File: config.mk
export PLATFORM = sky130hd
export DESIGN_NAME = jk_bank_sched
export DESIGN_NICKNAME = d
export VERILOG_FILES = /design/src/rtl/jk_pkg.sv /design/src/rtl/jk_bank.sv /design/src/rtl/jk_bank_sched.sv
export SDC_FILE = /design/constraint.sdc
export NUM_CORES = 1
export LEC_CHECK = 0
export CAP_MARGIN = 20
export CORE_MARGIN = 1.5
export CORE_UTILIZATION = 29
export DETAILED_ROUTE_END_ITERATION = 16
export SKIP_LAST_GASP = 1
export SYNTH_ARGS = -nofsm -noshare
export SYNTH_HDL_FRONTEND = slang
export SYNTH_HIERARCHICAL = 1
export SYNTH_SLANG_ARGS = --single-unit
File: constraint.sdc
create_clock -name clk -period 3.8 [get_ports clk]
set_input_delay 0.38 -clock clk [delete_from_list [all_inputs] [get_ports clk]]
set_output_delay 0.38 -clock clk [all_outputs]
set_load 0.05 [all_outputs]
File: src/rtl/jk_pkg.sv
// Shared types and defaults for the JK bank scheduler: bit operations,
// scheduler FSM states and default sizing.
package jk_pkg;

  localparam int DEF_N_REQ = 4;
  localparam int DEF_WIDTH = 8;

  // Encoding is {j, k}, so an op can drive a JK bit directly
  typedef enum logic [1:0] {
    JK_HOLD = 2'b00,
    JK_CLR  = 2'b01,
    JK_SET  = 2'b10,
    JK_TGL  = 2'b11
  } jk_op_e;

  typedef enum logic [1:0] {
    ST_IDLE  = 2'd0,
    ST_APPLY = 2'd1,
    ST_DONE  = 2'd2
  } sched_state_e;

endpackage

File: src/rtl/jk_bank.sv
// Bank of WIDTH independent JK flip-flops with asynchronous clear to zero.
module jk_bank #(
  parameter int WIDTH = 8
) (
  input  logic             clk,
  input  logic             rst_n,
  input  logic [WIDTH-1:0] j,
  input  logic [WIDTH-1:0] k,
  output logic [WIDTH-1:0] q
);

  // Characteristic equation: q+ = j&~q | ~k&q
  always_ff @(posedge clk or negedge rst_n) begin
    if (!rst_n) begin
      q <= '0;
    end else begin
      q <= (j & ~q) | (~k & q);
    end
  end

endmodule

File: src/rtl/jk_bank_sched.sv
// Round-robin scheduler granting one requester at a time a JK operation
// on a shared bit bank; each op takes IDLE -> APPLY -> DONE.
module jk_bank_sched
  import jk_pkg::*;
#(
  parameter int N_REQ = DEF_N_REQ,
  parameter int WIDTH = DEF_WIDTH
) (
  input  logic                     clk,
  input  logic                     rst_n,
  input  logic [N_REQ-1:0]         req_valid,
  input  logic [2*N_REQ-1:0]       req_op,
  input  logic [WIDTH*N_REQ-1:0]   req_mask,
  output logic [N_REQ-1:0]         req_ack,
  output logic [WIDTH-1:0]         q,
  output logic                     busy,
  output logic [$clog2(N_REQ)-1:0] grant_id
);

  localparam int IDW = $clog2(N_REQ);

  sched_state_e   state;
  sched_state_e   state_next;
  jk_op_e         op_lat;
  logic [WIDTH-1:0] mask_lat;
  logic [IDW-1:0] rr_ptr;
  logic [IDW-1:0] winner;
  logic           found;
  int             idx;
  logic [WIDTH-1:0] bank_j;
  logic [WIDTH-1:0] bank_k;

  // Search upward from rr_ptr with wrap; the first valid requester wins
  always_comb begin
    winner = '0;
    found  = 1'b0;
    idx    = 0;
    for (int off = 0; off < N_REQ; off++) begin
      idx = int'(rr_ptr) + off;
      if (idx >= N_REQ) begin
        idx = idx - N_REQ;
      end
      if (!found && req_valid[idx]) begin
        found  = 1'b1;
        winner = IDW'(idx);
      end
    end
  end

  always_ff @(posedge clk or negedge rst_n) begin
    if (!rst_n) begin
      state <= ST_IDLE;
    end else begin
      state <= state_next;
    end
  end

  always_comb begin
    state_next = state;
    case (state)
      ST_IDLE:  if (|req_valid) state_next = ST_APPLY;
      ST_APPLY: state_next = ST_DONE;
      ST_DONE:  state_next = ST_IDLE;
      default:  state_next = ST_IDLE;
    endcase
  end

  // The winner's request is captured so it may drop valid during APPLY
  always_ff @(posedge clk or negedge rst_n) begin
    if (!rst_n) begin
      op_lat   <= JK_HOLD;
      mask_lat <= '0;
      grant_id <= '0;
      rr_ptr   <= '0;
    end else begin
      if (state == ST_IDLE && (|req_valid)) begin
        op_lat   <= jk_op_e'(req_op[2*int'(winner) +: 2]);
        mask_lat <= req_mask[WIDTH*int'(winner) +: WIDTH];
        grant_id <= winner;
      end
      if (state == ST_DONE) begin
        rr_ptr <= (grant_id == IDW'(N_REQ-1)) ? '0 : grant_id + 1'b1;
      end
    end
  end

  always_comb begin
    bank_j  = '0;
    bank_k  = '0;
    req_ack = '0;
    if (state == ST_APPLY) begin
      bank_j = mask_lat & {WIDTH{op_lat[1]}};
      bank_k = mask_lat & {WIDTH{op_lat[0]}};
    end
    if (state == ST_DONE) begin
      req_ack[grant_id] = 1'b1;
    end
  end

  assign busy = (state != ST_IDLE);

  jk_bank #(
    .WIDTH(WIDTH)
  ) u_bank (
    .clk  (clk),
    .rst_n(rst_n),
    .j    (bank_j),
    .k    (bank_k),
    .q    (q)
  );

endmodule

Word level (Yosys, flattened, before mapping)
Index checks and enable logic that the tools add are counted.

cells by class
  mux-type cells = 31
  shift-type cells = 2
  reduce and logical (&&, ||, !) cells = 11
  bitwise gates (word level) = 7
  equality and inequality tests = 4
  add/subtract/negate cells = 8
  order comparisons = 10

operators by type and width
  kind                 count
  $lt 32x4->1 const B  4
  $mux 32              4
  $and 8x8->8          4
  $shiftx 32x6->8      1
  $mux 8               2
  $not 8->8            2
  $mux 1               12
  $mux 2               6
  $sub 3x3->4 const B  3
  $ge 3x3->1 const B   3
  $bmux 1 s2           4
  $or 8x8->8           1
  $shiftx 8x4->2       1
  $add 2x2->3 const B  2
  $logic_and 1x1->1    5
  $eq 2x2->1 const B   2
  $mux 4               1
  $pmux 2 s2           1
  $reduce_or 4->1      1
  $sub 2x3->4 const B  1
  $add 2x1->3 const B  1
  $ge 2x3->1 const B   1
  $logic_not 1->1      3
  $lt 2x3->1 const B   1
  7 further kinds      7

word-level totals
  bits in registers = 24
  logic and storage cells = 79
  output and inout port bits = 15
  input bits = 46

Logic depth before layout (Yosys ltp)
  depth in word-level cells = 16
  depth in mapped cells = 7
  mapped depth without buffers = 5

Modules after synthesis
The synthesis kept the hierarchy.

modules (own cells, without submodules)
  module         times used  area each (um^2)  cells each
  jk_bank_sched  1           1,255.0           133
  jk_bank        1           310.3             24

Worst setup path after synthesis
Ideal clock, no wire load.

  path type = input-to-reg
  from = input req_valid[2]
  to = register mask_lat[4]
  library setup time = 0.137 ns
  setup slack = 1.931 ns
  cell stages on the path = 7
  arrival time = 1.732 ns
  buffers on the path = 2
  data required time = 3.663 ns
  cell sequence = nor2b_1 -> or4_4 -> buf_6 -> and2_4 -> buf_6 -> a221oi_2 -> o31ai_2

between the ends
  word-level cells in the longest chain between the ends = 14
  elaborated cells between the ends (all ways) = 28
  those cells by class = shift: 1; mux: 19; reduce/logical: 8

RTL lines
  item                                       line                 RTL
  start: declaration                         jk_bank_sched.sv:11  input logic [N_REQ-1:0] req_valid,
  $bmux 1 s2                                 jk_bank_sched.sv:43  if (!found && req_valid[idx]) begin
  $mux 1 (implied by the code) (2 in a row)  jk_bank_sched.sv:43
  $mux 1                                     jk_bank_sched.sv:43
  $logic_not 1->1                            jk_bank_sched.sv:43
  $logic_and 1x1->1                          jk_bank_sched.sv:43
  $mux 1                                     jk_bank_sched.sv:43
  $logic_not 1->1                            jk_bank_sched.sv:43
  $logic_and 1x1->1                          jk_bank_sched.sv:43
  $mux 1                                     jk_bank_sched.sv:43
  $logic_not 1->1                            jk_bank_sched.sv:43
  $logic_and 1x1->1                          jk_bank_sched.sv:43
  $mux 2                                     jk_bank_sched.sv:43
  $shiftx 32x6->8                            jk_bank_sched.sv:78  mask_lat <= req_mask[WIDTH*int'(winner) +: WIDTH];
  end signal: assignment                     jk_bank_sched.sv:78
  end: declaration                           jk_bank_sched.sv:25  logic [WIDTH-1:0] mask_lat;

Parallel ways exist; a longest one is shown, timed or not. The select of a mux whose other input is x is not followed.
A chain may end at the register's enable or synchronous reset.

Worst setup path in the final report
  from = register state[1]
  to = output req_ack[3]

between the ends
  word-level cells in the longest chain between the ends = 2

RTL lines
  item                      line                 RTL
  start: declaration        jk_bank_sched.sv:22  sched_state_e state;
  start signal: assignment  jk_bank_sched.sv:54  state <= state_next;
  $eq 2x2->1                jk_bank_sched.sv:95  if (state == ST_DONE) begin
  $mux 4                    jk_bank_sched.sv:95
  end: declaration          jk_bank_sched.sv:14  output logic [N_REQ-1:0] req_ack,

Every way passes these cells.

==> results.toml <==
[placement]
io_buffers = 60
postPlaceCellArea_um2 = 2210
dp_slack_ns = 1.32
hpwl_um = 2840
dp_cells = 280
gp_congestion = 0.782

[hold_path]
min_path_type = "in -> async"

[logic_synthesis]
yosysUniqueCellTypes = 33
synth_edf_count = 0
synth_fp_nets = 207
synth-main-ff-cell = "dfrtp_1"
synthArstFlopShare_pct = 100
ys.warnings.count = 6
syn_area_um2 = 1570
synth_area_leaders = "dfrtp_1 38%, mux2i_1 12%, and3_1 6.4%"
synth_top_area_share_pct = 38.4
ys_seq_area_share_pct = 38.4
synth_seq_cells = 24
yosysTopAreaCell = "dfrtp_1"
synth_cells = 157
syn_avg_cell_area_um2 = 9.97

[critical_path]
end_kind = "primary output"
critPathMaxFanout = 6
slowest_delay_ns = 0.79
path_buf_inv = 1
critPathLaunchType = "flop"
critPathTopFamily = "buffers and inverters"
path_class = "reg -> out"
crit_arrival_ns = 1.94
cp.required_ns = 3.42
cpMaxStageDelayCell = "clkdlybuf4s50_1"
crit_chain = "nor2b_1 -> and2_1 -> clkdlybuf4s50_1"

[global_routing]
overflow = 0
grt_pass1_wl_um = 6200
grt_max_degree = 25
antenna_found_initial = 0
grt_usage_pct = 12.9
grt_pass1_vias = 1324

[cts]
cts_setup_buffers = 0
clk_pin_slew_ns = 0.08
cts_tree = "yes"
cts_num_sinks = 24
cts_made_buffers = 3
hold_buffers = 0
clk_latency_ns = 0.27
ctsHtreeMaxLevel = 1
cts_root_buf = "clkbuf_8"
cts-resized-gates = 0
cts-root-to-sink-buffers = 2

[final_layout]
drive_above_1_share_pct = 9.30
syn_to_final_growth_pct = 46.3
finalNetCount = 266
layout_commonest_cell = "clkdlybuf4s50_1"
final_core_util_pct = 44.5
fin_cells = 285
final_cell_mix = "60 x clkdlybuf4s50_1, 24 x dfrtp_1, 18 x mux2i_1"
diodes = 0
design_area_um2 = 2290

[sta]
period_share_pct = 61.1
layout_setup_ws_ns = 1.48
tightestPinTransition_ns = 0.725
finalHoldViolCount = 0
hold_slack_ns = 0.432
rsz0062_at_grt = "false"
setup_tns_ns = 0
fmax_mhz = 431
fin_crit_ns = 2.32
setup_viol_count_final = 0
maxSlewViolCount = 0
fin_skew_ns = 0.00168
timing.slew.headroom_pct = 51.6

[die]
rows = 26
start_util_pct = 30.5
die_h_um = 76.5
boundaryPins = 61
dieArea_um2 = 5850
core_um2 = 5140
die_w_um = 76.5

[pwr]
power.density_nw_per_um2 = 736
leakagePower_nw = 1.08
finalPower_mw = 1.69
ir_drop_uv = 309

[drt]
vias = 1335
detail_route.iter0.violations = 50
wl_um = 3670
drtPass1Iterations = 4
via_per_inst = 4.68
wl_per_cell_um = 12.9
drcViolationCount = 0
ant_nets = 0

[flow_run]
cap_violations = 0

[outcome]
status = "finished clean"
## layout make-up
type	instances	area (um^2)
clock buffer	4	55.1
fill	515	2850
inverter	17	63.8
multi-input combinational	109	855
sequential	24	601
tap	70	87.6
timing repair buffer	61	628
## per-layer routing
layer / GRT usage [%] / vias up / wire [um]
li1: - / 675 / -
met1: 17.2 / 612 / 1780
met2: 20.9 / 42 / 1650
met3: 1.92 / 6 / 166
met4: 5.37 / 0 / 76
met5: 0 / - / 0
## report_power, final
part / internal [mW] / switching [mW] / leakage, nW / total (mW)
combinational: 0.416 / 0.593 / 0.756 / 1.01
clock: 0.0926 / 0.0812 / 0.0288 / 0.174
sequential: 0.387 / 0.115 / 0.291 / 0.503
total: 0.896 / 0.789 / 1.08 / 1.69
## synthesized netlist by cell type (3+ instances only)
| cell type | instances |
|---|---|
| ha_1 | 4 |
| a221oi_2 | 4 |
| o21ai_0 | 3 |
| and3_1 | 16 |
| and2_1 | 4 |
| dfrtp_1 | 24 |
| o221ai_1 | 5 |
| clkbuf_1 | 3 |
| o31ai_2 | 5 |
| nand3_1 | 5 |
| o211a_1 | 5 |
| mux2i_1 | 18 |
| inv_1 | 17 |
| nor2_1 | 3 |
| nand2_1 | 12 |
| nor2b_1 | 8 |
## logic make-up (layout without fill, tap and decap cells)
family,Yosys count,count (layout),synth area share (%)
simple gates,56,56,20.1
compound gates,29,29,18.3
flops,24,24,38.4
buf+inv,24,82,7.03
mux,20,20,12.9
fa+ha+maj,4,4,3.20
## path summary, 6_finish.rpt
path	startpoint	to	slack, ns	cells after the start
hold reg to reg	u_bank/q[1]$_DFF_PN0_	u_bank/q[1]$_DFF_PN0_	0.47	1
setup reg to reg	rr_ptr[1]$_DFFE_PN0P_	mask_lat[3]$_DFFE_PN0P_	1.86	4
min in group clk	u_bank/q[1]$_DFF_PN0_	u_bank/q[1]$_DFF_PN0_	0.47	1
setup / recovery	state[1]$_DFFE_PN0P_	req_ack[3]	1.48	3
hold / removal	rst_n	u_bank/q[3]$_DFF_PN0_	0.43	1
max in group asynchronous	rst_n	rr_ptr[1]$_DFFE_PN0P_	2.93	2
## flip-flops by register name, summed over array words and instances (netlist names)
signal,count
grant_id,2
mask_lat,8
op_lat,2
rr_ptr,2
state,2
u_bank/q,8
No activity file was read; power rests on OpenSTA's default activity.
